--- src/rtl/bin_to_bcd_seq_if.sv ---
// Handshake and data bundle between a conversion requester and bin_to_bcd_seq.
// The requester drives bin_in/start; the converter returns status and the BCD result.
interface bin_to_bcd_seq_if;
  logic [13:0] bin_in;
  logic        start;
  logic        busy;
  logic        done;
  logic [15:0] bcd_out;
  logic        overflow;

  modport master (
    output bin_in,
    output start,
    input  busy,
    input  done,
    input  bcd_out,
    input  overflow
  );

  modport slave (
    input  bin_in,
    input  start,
    output busy,
    output done,
    output bcd_out,
    output overflow
  );
endinterface

--- src/rtl/bin_to_bcd_seq.sv ---
// Sequential 14-bit binary to 4-digit packed BCD converter (double-dabble, one bit per clock).
// Inputs above 9999 saturate to 9999 and raise overflow with the result.
module bin_to_bcd_seq (
  input logic              clock,
  input logic              reset,
  bin_to_bcd_seq_if.slave  bus
);

  localparam logic [1:0]  StIdle  = 2'd0;
  localparam logic [1:0]  StShift = 2'd1;
  localparam logic [1:0]  StDone  = 2'd2;
  localparam logic [13:0] MaxVal  = 14'd9999;
  localparam logic [3:0]  LastBit = 4'd13;

  logic [1:0]  state_q, state_d;
  logic [13:0] bin_q, bin_d;
  logic [15:0] acc_q, acc_d;
  logic [3:0]  cnt_q, cnt_d;
  logic        ovf_pend_q, ovf_pend_d;
  logic [15:0] bcd_q, bcd_d;
  logic        ovf_q, ovf_d;
  logic        done_q, done_d;

  logic [15:0] acc_adj;
  logic [29:0] shifted;
  logic        in_ovf;

  // Per-nibble add-3 with no carry between digits.
  always_comb begin
    acc_adj = acc_q;
    for (int i = 0; i < 4; i++) begin
      if (acc_q[4*i +: 4] >= 4'd5) begin
        acc_adj[4*i +: 4] = acc_q[4*i +: 4] + 4'd3;
      end
    end
  end

  // The accumulator MSB is dropped; it cannot be set for inputs <= 9999.
  assign shifted = {acc_adj[14:0], bin_q, 1'b0};
  assign in_ovf  = (bus.bin_in > MaxVal);

  always_comb begin
    state_d    = state_q;
    bin_d      = bin_q;
    acc_d      = acc_q;
    cnt_d      = cnt_q;
    ovf_pend_d = ovf_pend_q;
    bcd_d      = bcd_q;
    ovf_d      = ovf_q;
    done_d     = 1'b0;
    case (state_q)
      StIdle: begin
        if (bus.start) begin
          bin_d      = in_ovf ? MaxVal : bus.bin_in;
          acc_d      = 16'h0000;
          cnt_d      = 4'd0;
          ovf_pend_d = in_ovf;
          state_d    = StShift;
        end
      end
      StShift: begin
        acc_d = shifted[29:14];
        bin_d = shifted[13:0];
        cnt_d = cnt_q + 4'd1;
        if (cnt_q == LastBit) begin
          bcd_d   = shifted[29:14];
          ovf_d   = ovf_pend_q;
          done_d  = 1'b1;
          state_d = StDone;
        end
      end
      StDone: begin
        state_d = StIdle;
      end
      default: begin
        state_d = StIdle;
      end
    endcase
  end

  always_ff @(posedge clock or posedge reset) begin
    if (reset) begin
      state_q    <= StIdle;
      bin_q      <= 14'd0;
      acc_q      <= 16'h0000;
      cnt_q      <= 4'd0;
      ovf_pend_q <= 1'b0;
      bcd_q      <= 16'h0000;
      ovf_q      <= 1'b0;
      done_q     <= 1'b0;
    end else begin
      state_q    <= state_d;
      bin_q      <= bin_d;
      acc_q      <= acc_d;
      cnt_q      <= cnt_d;
      ovf_pend_q <= ovf_pend_d;
      bcd_q      <= bcd_d;
      ovf_q      <= ovf_d;
      done_q     <= done_d;
    end
  end

  assign bus.busy     = (state_q == StShift);
  assign bus.done     = done_q;
  assign bus.bcd_out  = bcd_q;
  assign bus.overflow = ovf_q;

endmodule
--- src/flat_wrapper.sv ---
// flat-port wrapper written by rule: the top's interface ports become plain ports
module bin_to_bcd_seq_flat 
  (clock, reset, bus_bin_in, bus_start, bus_busy, bus_done, bus_bcd_out, bus_overflow);
  bin_to_bcd_seq_if bus_i ();
  input logic clock;
  input logic reset;
  input wire logic [$bits(bus_i.bin_in)-1:0] bus_bin_in;
  input wire logic [$bits(bus_i.start)-1:0] bus_start;
  output wire logic [$bits(bus_i.busy)-1:0] bus_busy;
  output wire logic [$bits(bus_i.done)-1:0] bus_done;
  output wire logic [$bits(bus_i.bcd_out)-1:0] bus_bcd_out;
  output wire logic [$bits(bus_i.overflow)-1:0] bus_overflow;
  assign bus_i.bin_in = bus_bin_in;
  assign bus_i.start = bus_start;
  assign bus_busy = bus_i.busy;
  assign bus_done = bus_i.done;
  assign bus_bcd_out = bus_i.bcd_out;
  assign bus_overflow = bus_i.overflow;
  bin_to_bcd_seq u_core (.clock(clock), .reset(reset), .bus(bus_i));
endmodule
--- config.mk ---
export PLATFORM = sky130hd
export DESIGN_NAME = bin_to_bcd_seq_flat
export DESIGN_NICKNAME = d
export VERILOG_FILES = /design/src/rtl/bin_to_bcd_seq_if.sv /design/src/rtl/bin_to_bcd_seq.sv /design/src/flat_wrapper.sv
export SDC_FILE = /design/constraint.sdc
export NUM_CORES = 1
export LEC_CHECK = 0
export CAP_MARGIN = 20
export CORE_UTILIZATION = 55
export DETAILED_ROUTE_END_ITERATION = 10
export GPL_ROUTABILITY_DRIVEN = 0
export PLACE_DENSITY = 0.8
export SETUP_SLACK_MARGIN = 0.2
export SLEW_MARGIN = 15
export SYNTH_ARGS = -nofsm -noshare
export SYNTH_HDL_FRONTEND = slang
export SYNTH_SLANG_ARGS = --single-unit
--- constraint.sdc ---
create_clock -name clock -period 3.1 [get_ports clock]
set_input_delay 0.62 -clock clock [delete_from_list [all_inputs] [get_ports clock]]
set_output_delay 0.62 -clock clock [all_outputs]
set_load 0.005 [all_outputs]
Yosys cells after proc, flatten, opt, wreduce, memory -nomap -nowiden
Cells that the tools add are included.
Storage, ports and cells
  logic and storage cells: 44
  register bits after elaboration: 55
Cells by class
  equality and inequality tests: 4
  multiplexer cells: 16
  reductions and logical operators: 6
  magnitude comparators: 5
  add/sub/neg operators: 5
Operator list (number)
  $pmux W16 S2: 1
  $mux W14: 2
  $pmux W14 S2: 1
  $ge A4 B3 Y1 const B: 4
  $mux W16: 1
  $mux W4: 4
  $gt A14 B14 Y1 const B: 1
  $add A4 B2 Y4 const B: 3
  $pmux W4 S2: 1
  $reduce_and A2 Y1: 4
  $add A4 B1 Y4 const B: 1
  $eq A4 B4 Y1 const B: 1
  $mux W2: 2
  $pmux W2 S2: 1
  $add A3 B2 Y3 const B: 1
  $mux W3: 1
  $eq A2 B1 Y1 const B: 1
  $logic_not A2 Y1: 1
  $mux W1: 2
  $ne A2 B1 Y1 const B: 1
  $ne A2 B2 Y1 const B: 1
  $reduce_bool A2 Y1: 1

Longest topological paths before layout
  depth after elaboration: 4
  depth in mapped cells: 8
  mapped depth without buffers: 7

Worst setup path after synthesis
No wires, ideal clock.
  path type: input to register
  start point: in bus_bin_in[6]
  end point: reg u_core.bin_q[0]
  setup slack: 1415 ps
  arrival time: 1562 ps
  required time: 2977 ps
  setup time: 123 ps
  cell stages on the path: 3
  buffers on the path: 0
  cell sequence: or4_1 > a21o_1 > o221a_1
Between the ends
  cells in the longest elaborated chain, start to end: 4
Ends and longest elaborated chain
  start, declared: line flat_wrapper.sv:7  | input wire logic [$bits(bus_i.bin_in)-1:0] bus_bin_in;
  $gt A14 B14 Y1: line bin_to_bcd_seq.sv:40  | assign in_ovf = (bus.bin_in > MaxVal);
  $mux W14: line bin_to_bcd_seq.sv:54  | bin_d = in_ovf ? MaxVal : bus.bin_in;
  $mux W14: line bin_to_bcd_seq.sv:53  | if (bus.start) begin
  $pmux W14 S2: line bin_to_bcd_seq.sv:51  | case (state_q)
  end signal, assigned: line bin_to_bcd_seq.sv:93  | bin_q <= bin_d;
  end, declared: line bin_to_bcd_seq.sv:16  | logic [13:0] bin_q, bin_d;
Every way passes these cells. The select of a mux whose other input is x is not followed.
A chain may end at the register's enable or synchronous reset.

Final worst setup path
  start point: reg u_core.state_q[1]
  end point: out bus_busy
Between the ends
  cells in the longest elaborated chain, start to end: 1
Ends and longest elaborated chain
  start, declared: line bin_to_bcd_seq.sv:15  | logic [1:0] state_q, state_d;
  start signal, assigned: line bin_to_bcd_seq.sv:83  | state_q <= StIdle;
  start signal, assigned: line bin_to_bcd_seq.sv:92  | state_q <= state_d;
  $eq A2 B1 Y1: line bin_to_bcd_seq.sv:103  | assign bus.busy = (state_q == StShift);
  end, declared: line flat_wrapper.sv:9  | output wire logic [$bits(bus_i.busy)-1:0] bus_busy;
Every way passes these cells.

==> out/metrics.yaml <==
status:
  outcome: "finished clean"
die:
  die_area_um2: 4953
  die_x_um: 70.38
  fp.coreArea_um2: 4414
  die_h_um: 70.38
  io_pins: 36
  start_util_pct: 58.25
  rows: 24
yosys:
  syn_nets: 262
  synth.avg_cell_area_um2: 10.94
  synth_top_cell_area_share_pct: 53.53
  synthTopCellsByArea: "dfrtp_1, ha_1, nand2_1"
  yosys_register_bits: 55
  synth_top_area_cell: "dfrtp_1"
  synth.distinct_cells: 41
  ys_warn_count: 0
  syn_inst: 235
  netlist_area_um2: 2571
  yosysSeqAreaShare_pct: 53.53
cts:
  clkSlewWorstSetupHoldPaths_ps: 100
  cts_buffers: 5
  cts-resized-gates: 0
  insertion_delay_ps: 310
  h-tree-depth: 2
  root_buffer: "clkbuf_8"
  post_cts_buffers: 0
  clk_path_buf_depth: 2
  postCtsHoldBufs: 0
  clkSinkCount: 55
  cts_tree: "built"
finish:
  fill_cells: 327
  antennaDiodeCount: 0
  area_growth_pct: 19.46
  drive_above_1_share_pct: 7.692
  fin_util_pct: 69.59
  fin_nets: 299
  final_cell_count_no_fill: 325
hold_path:
  hp-class: "reg2reg"
route:
  drt_iter0_markers: 154
  wl_met2_um: 2452
  dr.max_layer_used: "met4"
  routed_wl_um: 5005
  dr.pass1.iters: 4
  via_count: 1890
  wl_met1_um: 2226
  wl_met3_um: 275
  drc: 0
  ant_nets: 0
  wl_per_cell_um: 15.40
  viasPerCell: 5.815
sta:
  rsz0062_at_grt: "false"
  period_share_pct: 79.25
  max_freq_mhz: 407.0
  setup_viol: 0
  fin_crit_ps: 2457
  setup_ws_ps: 643.1
  worst-slew-pin-transition_ps: 606.8
  hold_violations: 0
  finClkSkew_ps: 6.405
  maxSlewViolCount: 0
  finalSetupTns_ps: 0
  relSlewSlack_pct: 59.50
  timing.hold.ws_ps: 486.4
critical_path:
  worst-path-buf-inv: 2
  path_cells: "nand2b_2 -> inv_2 -> clkdlybuf4s50_1"
  worst-endpoint-required_ps: 2480
  critical-path-max-stage-delay_ps: 510
  slowest_stage: "clkdlybuf4s50_1"
  crit_family: "buffers and inverters"
  crit_fanout: 22
  cp-end-kind: "output port"
  startpoint_type: "register"
  critPathArrivalTime_ps: 1840
  critical_path_class: "reg2out"
job:
  drv_cap: 0
global_route:
  grt_max_degree: 28
  grt-ovfl-total: 0
  antenna_found_initial: 0
  grt_pass1_vias: 1767
  track_usage_pct: 21.81
  grt_pass1_wl_um: 8418
power_and_ir_drop:
  ir_worst_vdd_v: 0.0005462
  power.leakage_nw: 1.402
  powerDensity_nw_per_um2: 1021
placement:
  pre_cts_ws_ps: 860.0
  io_buffers: 35
  hpwl_um: 3452
  post-place-cells: 317
power breakdown:
part / total (mW) / switching [mW] / internal, mW / leakage, nW
clock network: 0.491 / 0.229 / 0.262 / 0.0612
registers: 1.27 / 0.235 / 1.04 / 0.696
logic: 1.37 / 0.673 / 0.701 / 0.645
placed cells by master, fill, tap and decap left out, types with 2 or more instances in the layout:
master           instances
dfrtp_1                 55
clkdlybuf4s50_1         35
nand2_1                 28
o21ai_1                 11
a21oi_1                 11
o21ai_0                 10
inv_1                   10
ha_1                    10
a22o_1                   9
o22ai_1                  9
nor3b_1                  7
clkbuf_8                 6
nor2_1                   5
o31ai_1                  5
a21o_1                   5
mux2_1                   5
a32o_1                   4
o21a_1                   4
nand2b_1                 4
xnor2_1                  4
mux2i_1                  4
buf_4                    4
o22a_1                   3
inv_2                    2
nand3_1                  2
nor3_1                   2
nand4_1                  2
a22oi_1                  2
Yosys cell counts (all sizes together):
cell type,number
dfrtp,55
nand2,30
o21ai,21
inv,13
a21oi,11
ha,10
a22o,9
buf,9
o22ai,9
nor3b,8
nor2,6
a21o,5
mux2,5
nand2b,5
o31ai,5
a32o,4
mux2i,4
o21a,4
xnor2,4
o22a,3
a22oi,2
nand3,2
nand4,2
nor3,2
a31oi,1
nor2b,1
o221a,1
or2,1
or3b,1
or4,1
xor2,1
flip-flops by register name, summed over array words and instances (netlist names):
| signal | cells |
|---|---|
| u_core.bus.done | 1 |
| u_core.cnt_q | 4 |
| u_core.state_q | 2 |
| u_core.bin_q | 14 |
| u_core.bus.overflow | 1 |
| u_core.ovf_pend_q | 1 |
| u_core.bus.bcd_out | 16 |
| u_core.acc_q | 16 |
worst min-delay path, stage by stage (launching register included):
cell	delay [ps]
dfrtp_1	360
nand2_1	50
nand2_1	50
final cells by class:
| type | instances | area [um2] | share of cell area [%] |
|---|---|---|---|
| clock buffer | 6 | 82.58 | 2.688 |
| clock inverter | 2 | 35.03 | 1.141 |
| inverter | 13 | 51.30 | 1.670 |
| multi-input combinational | 158 | 1081 | 35.19 |
| sequential | 55 | 1376 | 44.81 |
| tap | 52 | 65.06 | 2.118 |
| timing repair buffer | 39 | 380.4 | 12.38 |
per-layer routing:
layer	vias up	GRT usage [%]
li1	920	-
met1	910	28.27
met2	55	36.51
met3	5	4.762
met4	0	6.667
met5	-	0
per-stage QoR:
stage	power [mW]	area, um2
6_report	3.136	3072
5_1_grt	3.379	3072
4_1_cts	3.153	3072
3_5_place_dp	2.659	2954
3_3_place_gp	2.598	2954
2_1_floorplan	2.211	2571
final timing paths:
check | endpoint | start | cells after the start | slack [ps]
worst max-delay path | bus_busy | u_core.state_q[1] | 3 | 640
worst min-delay path | u_core.bus.bcd_out[0] | u_core.bus.bcd_out[0] | 2 | 490
worst max register to register | u_core.bin_q[4] | u_core.state_q[1] | 6 | 990
worst min register to register | u_core.bus.bcd_out[0] | u_core.bus.bcd_out[0] | 2 | 490
max in group asynchronous | u_core.bus.bcd_out[4] | reset | 3 | 1810
min in group asynchronous | u_core.state_q[1] | reset | 2 | 670
logic make-up (layout without fill, tap and decap cells):
logic type | Yosys count | count (layout) | synth area share, %
AO/OA/AOI/OAI | 75 | 75 | 19.42
AND/OR/NAND/NOR | 59 | 59 | 12.31
XOR/XNOR | 5 | 5 | 1.703
flip-flops | 55 | 55 | 53.53
multiplexers | 9 | 9 | 3.747
buffers and inverters | 22 | 60 | 4.428
adder cells (fa/ha/maj) | 10 | 10 | 4.866
No activity file was read; power rests on OpenSTA's default activity.
